## src/rtl/arb_2_1_if.sv

```systemverilog
// arb_2_1_if -- handshake bundle for the 2:1 arbiter.
// Groups both source channels (valid/data/ready), the output channel
// and the downstream mux select. The "slave" modport is the arbiter's
// view; the "master" modport is the view of whatever drives the sources
// and consumes the output.
interface arb_2_1_if #(
    parameter int WIDTH = 8
);
    logic             a_valid;
    logic [WIDTH-1:0] a_data;
    logic             a_ready;
    logic             b_valid;
    logic [WIDTH-1:0] b_data;
    logic             b_ready;
    logic             out_valid;
    logic [WIDTH-1:0] out_data;
    logic             out_ready;
    logic             sel;

    modport slave (
        input  a_valid, a_data, b_valid, b_data, out_ready,
        output a_ready, b_ready, out_valid, out_data, sel
    );

    modport master (
        output a_valid, a_data, b_valid, b_data, out_ready,
        input  a_ready, b_ready, out_valid, out_data, sel
    );
endinterface

```

## src/rtl/arb_2_1.sv

```systemverilog
// arb_2_1 -- two-source arbiter with a one-word registered output stage.
// A word is taken from A or B whenever the output register is empty or
// being drained this cycle, giving one word per cycle when both sides
// stream. Ties are broken round-robin by default; defining the macro
// ARB_2_1_FIXED_PRI_EN makes A always win ties and removes last_a.
// Reset is synchronous and active-high.
module arb_2_1 #(
    parameter int WIDTH = 8
) (
    input logic       clk,
    input logic       rst,
    arb_2_1_if.slave  bus
);

    typedef enum logic {
        EMPTY = 1'b0,
        FULL  = 1'b1
    } state_t;

    state_t           state;
    logic             held_valid;
    logic [WIDTH-1:0] held_data;
    logic             held_sel;

    logic             load;
    logic             pick_a;
    logic             grant;

`ifndef ARB_2_1_FIXED_PRI_EN
    logic             last_a;
`endif

    // Grant decision: output slot free or draining, at least one requester
    always_comb begin
        load = !held_valid | bus.out_ready;
`ifdef ARB_2_1_FIXED_PRI_EN
        pick_a = bus.a_valid;
`else
        pick_a = bus.a_valid & (!bus.b_valid | !last_a);
`endif
        grant = !rst & load & (bus.a_valid | bus.b_valid);
    end

    assign bus.a_ready   = grant & pick_a;
    assign bus.b_ready   = grant & !pick_a;
    assign bus.out_valid = held_valid;
    assign bus.out_data  = held_data;
    assign bus.sel       = held_sel;

    // Output-stage FSM: capture the winner on a grant, empty when drained
    always_ff @(posedge clk) begin
        if (rst) begin
            state      <= EMPTY;
            held_valid <= 1'b0;
            held_data  <= '0;
            held_sel   <= 1'b0;
`ifndef ARB_2_1_FIXED_PRI_EN
            last_a     <= 1'b0;
`endif
        end else begin
            case (state)
                EMPTY: begin
                    if (grant) begin
                        state      <= FULL;
                        held_valid <= 1'b1;
                        held_data  <= pick_a ? bus.a_data : bus.b_data;
                        held_sel   <= pick_a;
`ifndef ARB_2_1_FIXED_PRI_EN
                        last_a     <= pick_a;
`endif
                    end
                end
                FULL: begin
                    if (grant) begin
                        held_data  <= pick_a ? bus.a_data : bus.b_data;
                        held_sel   <= pick_a;
`ifndef ARB_2_1_FIXED_PRI_EN
                        last_a     <= pick_a;
`endif
                    end else if (bus.out_ready) begin
                        state      <= EMPTY;
                        held_valid <= 1'b0;
                    end
                end
                default: begin
                    state      <= EMPTY;
                    held_valid <= 1'b0;
                end
            endcase
        end
    end

endmodule
```

## src/flat_wrapper.sv

```systemverilog
// flat-port wrapper written by rule: the top's interface ports become plain ports
module arb_2_1_flat 
#(
    parameter int WIDTH = 8
)
  (clk, rst, bus_a_valid, bus_a_data, bus_b_valid, bus_b_data, bus_out_ready, bus_a_ready, bus_b_ready, bus_out_valid, bus_out_data, bus_sel);
  arb_2_1_if #(.WIDTH(WIDTH)) bus_i ();
  input logic clk;
  input logic rst;
  input wire logic [$bits(bus_i.a_valid)-1:0] bus_a_valid;
  input wire logic [$bits(bus_i.a_data)-1:0] bus_a_data;
  input wire logic [$bits(bus_i.b_valid)-1:0] bus_b_valid;
  input wire logic [$bits(bus_i.b_data)-1:0] bus_b_data;
  input wire logic [$bits(bus_i.out_ready)-1:0] bus_out_ready;
  output wire logic [$bits(bus_i.a_ready)-1:0] bus_a_ready;
  output wire logic [$bits(bus_i.b_ready)-1:0] bus_b_ready;
  output wire logic [$bits(bus_i.out_valid)-1:0] bus_out_valid;
  output wire logic [$bits(bus_i.out_data)-1:0] bus_out_data;
  output wire logic [$bits(bus_i.sel)-1:0] bus_sel;
  assign bus_i.a_valid = bus_a_valid;
  assign bus_i.a_data = bus_a_data;
  assign bus_i.b_valid = bus_b_valid;
  assign bus_i.b_data = bus_b_data;
  assign bus_i.out_ready = bus_out_ready;
  assign bus_a_ready = bus_i.a_ready;
  assign bus_b_ready = bus_i.b_ready;
  assign bus_out_valid = bus_i.out_valid;
  assign bus_out_data = bus_i.out_data;
  assign bus_sel = bus_i.sel;
  arb_2_1 #(.WIDTH(WIDTH)) u_core (.clk(clk), .rst(rst), .bus(bus_i));
endmodule
```

## config.mk

```make
export PLATFORM = sky130hd
export DESIGN_NAME = arb_2_1_flat
export DESIGN_NICKNAME = d
export VERILOG_FILES = /design/src/rtl/arb_2_1_if.sv /design/src/rtl/arb_2_1.sv /design/src/flat_wrapper.sv
export SDC_FILE = /design/constraint.sdc
export NUM_CORES = 1
export LEC_CHECK = 0
export CORE_MARGIN = 2
export CORE_UTILIZATION = 37
export DETAILED_ROUTE_END_ITERATION = 12
export PLACE_DENSITY = 0.83
export SYNTH_ARGS = -nofsm -noshare
export SYNTH_HDL_FRONTEND = slang
export SYNTH_SLANG_ARGS = --single-unit
```

## constraint.sdc

```tcl
create_clock -name clk -period 2.4 [get_ports clk]
set_input_delay 0.48 -clock clk [delete_from_list [all_inputs] [get_ports clk]]
set_output_delay 0.48 -clock clk [all_outputs]
set_load 0.05 [all_outputs]
```

# == Yosys cells after proc, flatten, opt, wreduce, memory -nomap -nowiden ==
# Index checks and enable logic that the tools add are counted.
# classes
n_addsub,0
n_mul,0
div,0
n_lt_le_gt_ge,0
eq_ne,3
shifts,0
mux,11
bitwise,9
reduce_logical,6
# op_table
cell,n
$mux 8,2
$mux 1,7
$and 1x1->1,5
$logic_not 1->1,5
$ne 2x2->1 const B,2
$pmux 1 s2,2
$or 1x1->1,3
$reduce_and 3->1,1
$ne 2x1->1 const B,1
$not 1->1,1
# word_totals
ff_bits,11
latch_bits,0
ram_bits,0
mem_bits_ro,0
inputBits,21
output_inout_bits,12
word_cells,33
mem_count,0

# == Longest topological paths before layout ==
# Gate-level depths: netlist (run 1).
# depth
ltp_word,6
ltp_mapped,4
mapped_depth_nobuf,3

# == Worst setup path before layout (run 1) ==
# Ideal clock, no wire load.
# synth_path
path_type,register -> output
start,"register, netlist name u_core.bus.sel"
end,output port bus_b_ready
arrival_time_ns,2.440
required_time_ns,1.920
slack_ns,-0.520
stages_incl_launch_ff,4
path_buffers,1
path_cell_list,dfxtp_1 -> nor2b_1 -> clkbuf_1 -> nor4_1
# synth_lines
item,line,rtl
end: declaration,flat_wrapper.sv:16,output wire logic [$bits(bus_i.b_ready)-1:0] bus_b_ready;

# == Final worst setup path (run 1) ==
# layout_path
start,input port bus_out_ready
end,output port bus_a_ready
# layout_between
elab_chain_len,4
# layout_rtl
item,line,rtl
start: declaration,flat_wrapper.sv:14,input wire logic [$bits(bus_i.out_ready)-1:0] bus_out_ready;
$or 1x1->1,arb_2_1.sv:35,load = !held_valid | bus.out_ready;
$and 1x1->1 (2 in series),arb_2_1.sv:41,grant = !rst & load & (bus.a_valid | bus.b_valid);
$and 1x1->1,arb_2_1.sv:44,assign bus.a_ready = grant & pick_a;
end: declaration,flat_wrapper.sv:15,output wire logic [$bits(bus_i.a_ready)-1:0] bus_a_ready;
# No other way between the ends.

==> results of run 1 <==
==> final timing paths <==
path	from	to	slack (ns)	cells past startpoint
setup / recovery	bus_out_ready	bus_a_ready	0.17	4
setup reg to reg	u_core.bus.out_valid	u_core.bus.out_data[7]	0.88	4
hold reg to reg	u_core.bus.out_data[6]	u_core.bus.out_data[6]	0.49	1
hold / removal	u_core.bus.out_data[6]	u_core.bus.out_data[6]	0.49	1
==> layer usage <==
metal  wire, µm  up-vias  part of all wire, %
met2        901       20                   54
met3         56        2                  3.4
li1           -      297                    -
met4          7        0                 0.42
met5          0        -                    0
met1        698      274                   42
==> sequential cells by signal, indices dropped and copies added (netlist names) <==
name / cells
u_core.bus.out_data: 8
u_core.bus.out_valid: 1
u_core.bus.sel: 1
u_core.state: 1
==> power by group through the flow <==
stage,combinational (W),clock (W),sequential [W]
5_1_grt,0.000209,0.000141,0.000213
4_1_cts,0.000200,0.000130,0.000211
2_1_floorplan,0.0000539,0,0.000268
6_report,0.000200,0.000130,0.000211
3_3_place_gp,0.000196,0,0.000214
3_5_place_dp,0.000199,0,0.000215
==> cell usage in the layout (no fill, tap or decap) <==
cell / synthesis / routed
clkdlybuf4s50_1: 0 / 30
dfxtp_1: 11 / 11
nand2_1: 9 / 9
nor4_1: 9 / 8
a221o_1: 8 / 8
buf_4: 0 / 5
nor2b_1: 3 / 3
nor2_1: 3 / 3
clkbuf_4: 0 / 3
inv_1: 2 / 2
a21oi_1: 2 / 2
buf_12: 0 / 2
a2111oi_4: 1 / 1
nor4_2: 0 / 1
nand2b_1: 1 / 1
or2_2: 1 / 1
a21oi_2: 1 / 1
o21ai_0: 1 / 1
a31oi_1: 1 / 1
o21a_1: 1 / 1
clkinv_2: 0 / 1
==> stage by stage <==
| step | hold WS (ns) | instances |
|---|---|---|
| after floorplan | 0.513 | 58 |
| after global placement | 0.470 | 106 |
| after detailed placement | 0.473 | 106 |
| after CTS | 0.495 | 110 |
| after global routing | 0.513 | 110 |
| final | 0.494 | 110 |
==> cells by family (layout without fill, tap and decap cells) <==
kind of cell	after synthesis	in the layout	synth area share [%]
compound gates	15	15	27.8
simple gates	26	26	25.4
buf+inv	6	43	4.56
flops	11	11	42.2
==> cell type report <==
| class | instances | area share (%) |
|---|---|---|
| clock buffers | 3 | 2.41 |
| clock inverters | 1 | 0.535 |
| inverters | 2 | 0.802 |
| multi-input cells | 41 | 30.3 |
| flip-flops and latches | 11 | 23.5 |
| well taps | 15 | 2.01 |
| repair buffers | 37 | 40.4 |
==> metrics.txt, run 1 <==
Buf/Inv on CP 2; Die Y 41.6 µm; final instance area 936 µm²; core footprint 1300 µm²; critical path's slowest cell clkdlybuf4s50_1; Post-Syn Area 522 µm²; Async S/R FF share, synth 0%; Avg WL per Cell 15.1 µm; Starting Density 40.1%; Clock power frac 24.0%; Warnings, synthesis 0; share of the synthesized area in the top cell type 42.2%; synth unique cells 17; switch share a little over a third; min Tclk post-route 2.23 ns; Ports 33; clock latency on the worst-skew pair 0.27 ns; P_sw 0.000190 W; peak supply drop 359 µV; Mapped Cells 58; max-cap viol count 0; Worst Path Max Fanout 4; first-pass GRT wire length 2790 µm; crit path capture type output port; DRT antenna net count 0; met3 Use GR 3.48%; hold_buf cts 0; register area share after synthesis between 40% and 50%; root cell of the clock tree clkbuf_4; number of flops mapped to enable cells by yosys 0; Setup Fix Bufs, Post-CTS 0; TritonCTS clock tree built; final setup margin 0.174 ns; HP Class reg2reg; antenna cells 0; DRT Pass-1 Iters 4; combinational share of power 37.0%; Internal ~0.00035 W; multi-input combinational cell area 284 µm²; final worst-path cycle share between 90 and 100%; crit-path max cell delay 0.51 ns; placed cell area 908 µm²; GP Congestion 0.866; RSZ-0062 raised after global routing false; Setup-failing EPs final 0; status finished, final reports clean; Worst setup SP type primary input; gr usage total 21.1%; fillers 117; post-synth net total 79; largest net degree at the start of global routing 10; area leader, netlist dfxtp_1; Mean Syn Cell Area around 9.0 µm²; Sequential Power Share between 30% and 40%; leakage 0.359 nW; Worst Skew 0.00854 ns; Reg area 220 µm²; Final Util 71.9%; Final #Nets 117; family with the most delay on the worst path buffers and inverters; count leader, synth dfxtp_1; vias in the first global route approximately 620; Seq cells post-synth 11; dpl hpwl 1300 µm; busiest grt layer met2; critical path arrival 1.75 ns; ranking of synthesized cells by area dfxtp_1 42%, a221o_1 15%, nor4_1 11%; DRC 0; worst-path cell chain clkdlybuf4s50_1, nor2b_1, a2111oi_4, buf_12; Global Route met1 Usage 24.0%; Area Overhead vs Synth 79.4%; Slew Viols, Final 0; IO buf count 32; die width 41.6 µm; Req. time, crit path 1.92 ns; Hold Vio Cnt, Final 0; Placement Setup Slack 0.169 ns; CTS clock-pin slew for the worst setup and hold paths about 0.07 ns; Routed Wire Length 1660 µm; # H-tree levels 1; setup TNS 0 ns; layout cells sized above 1 15.8%; Setup Crit Path Kind in2out; CTS resizes 0; Rel. slew slack 64.7%; CTS buffer count 3; Power Total 0.000541 W; initial antenna violation count 0; gr ovfl total 0; vias per std cell 5.39; Max clock buf depth 2; die area 1730 µm²; Sink Count 11; via count roughly 590; Synth top cells by count 11 x dfxtp_1, 9 x nand2_1, 9 x nor4_1, 8 x a221o_1; Core Rows 13; Worst Tran Pin Value ~0.53 ns; Power Dens Cells 578 nW/µm²; GRT met2 Usage 38.1%; FMAX 449 MHz; prevailing post-synth register cell dfxtp_1; DR iter-0 viols 15
Power figures use the tool's default switching activity.
==> run 2, diff against run 1 <==
- TNS_END_PERCENT: default -> 50
==> results of run 2 <==
No change in the layout: final DEF, timing and power equal those of run 1.
==> run 3, diff against run 2 <==
- GPL_ROUTABILITY_DRIVEN: default -> 0
==> results of run 3 <==
No change in the layout: final DEF, timing and power equal those of run 1.
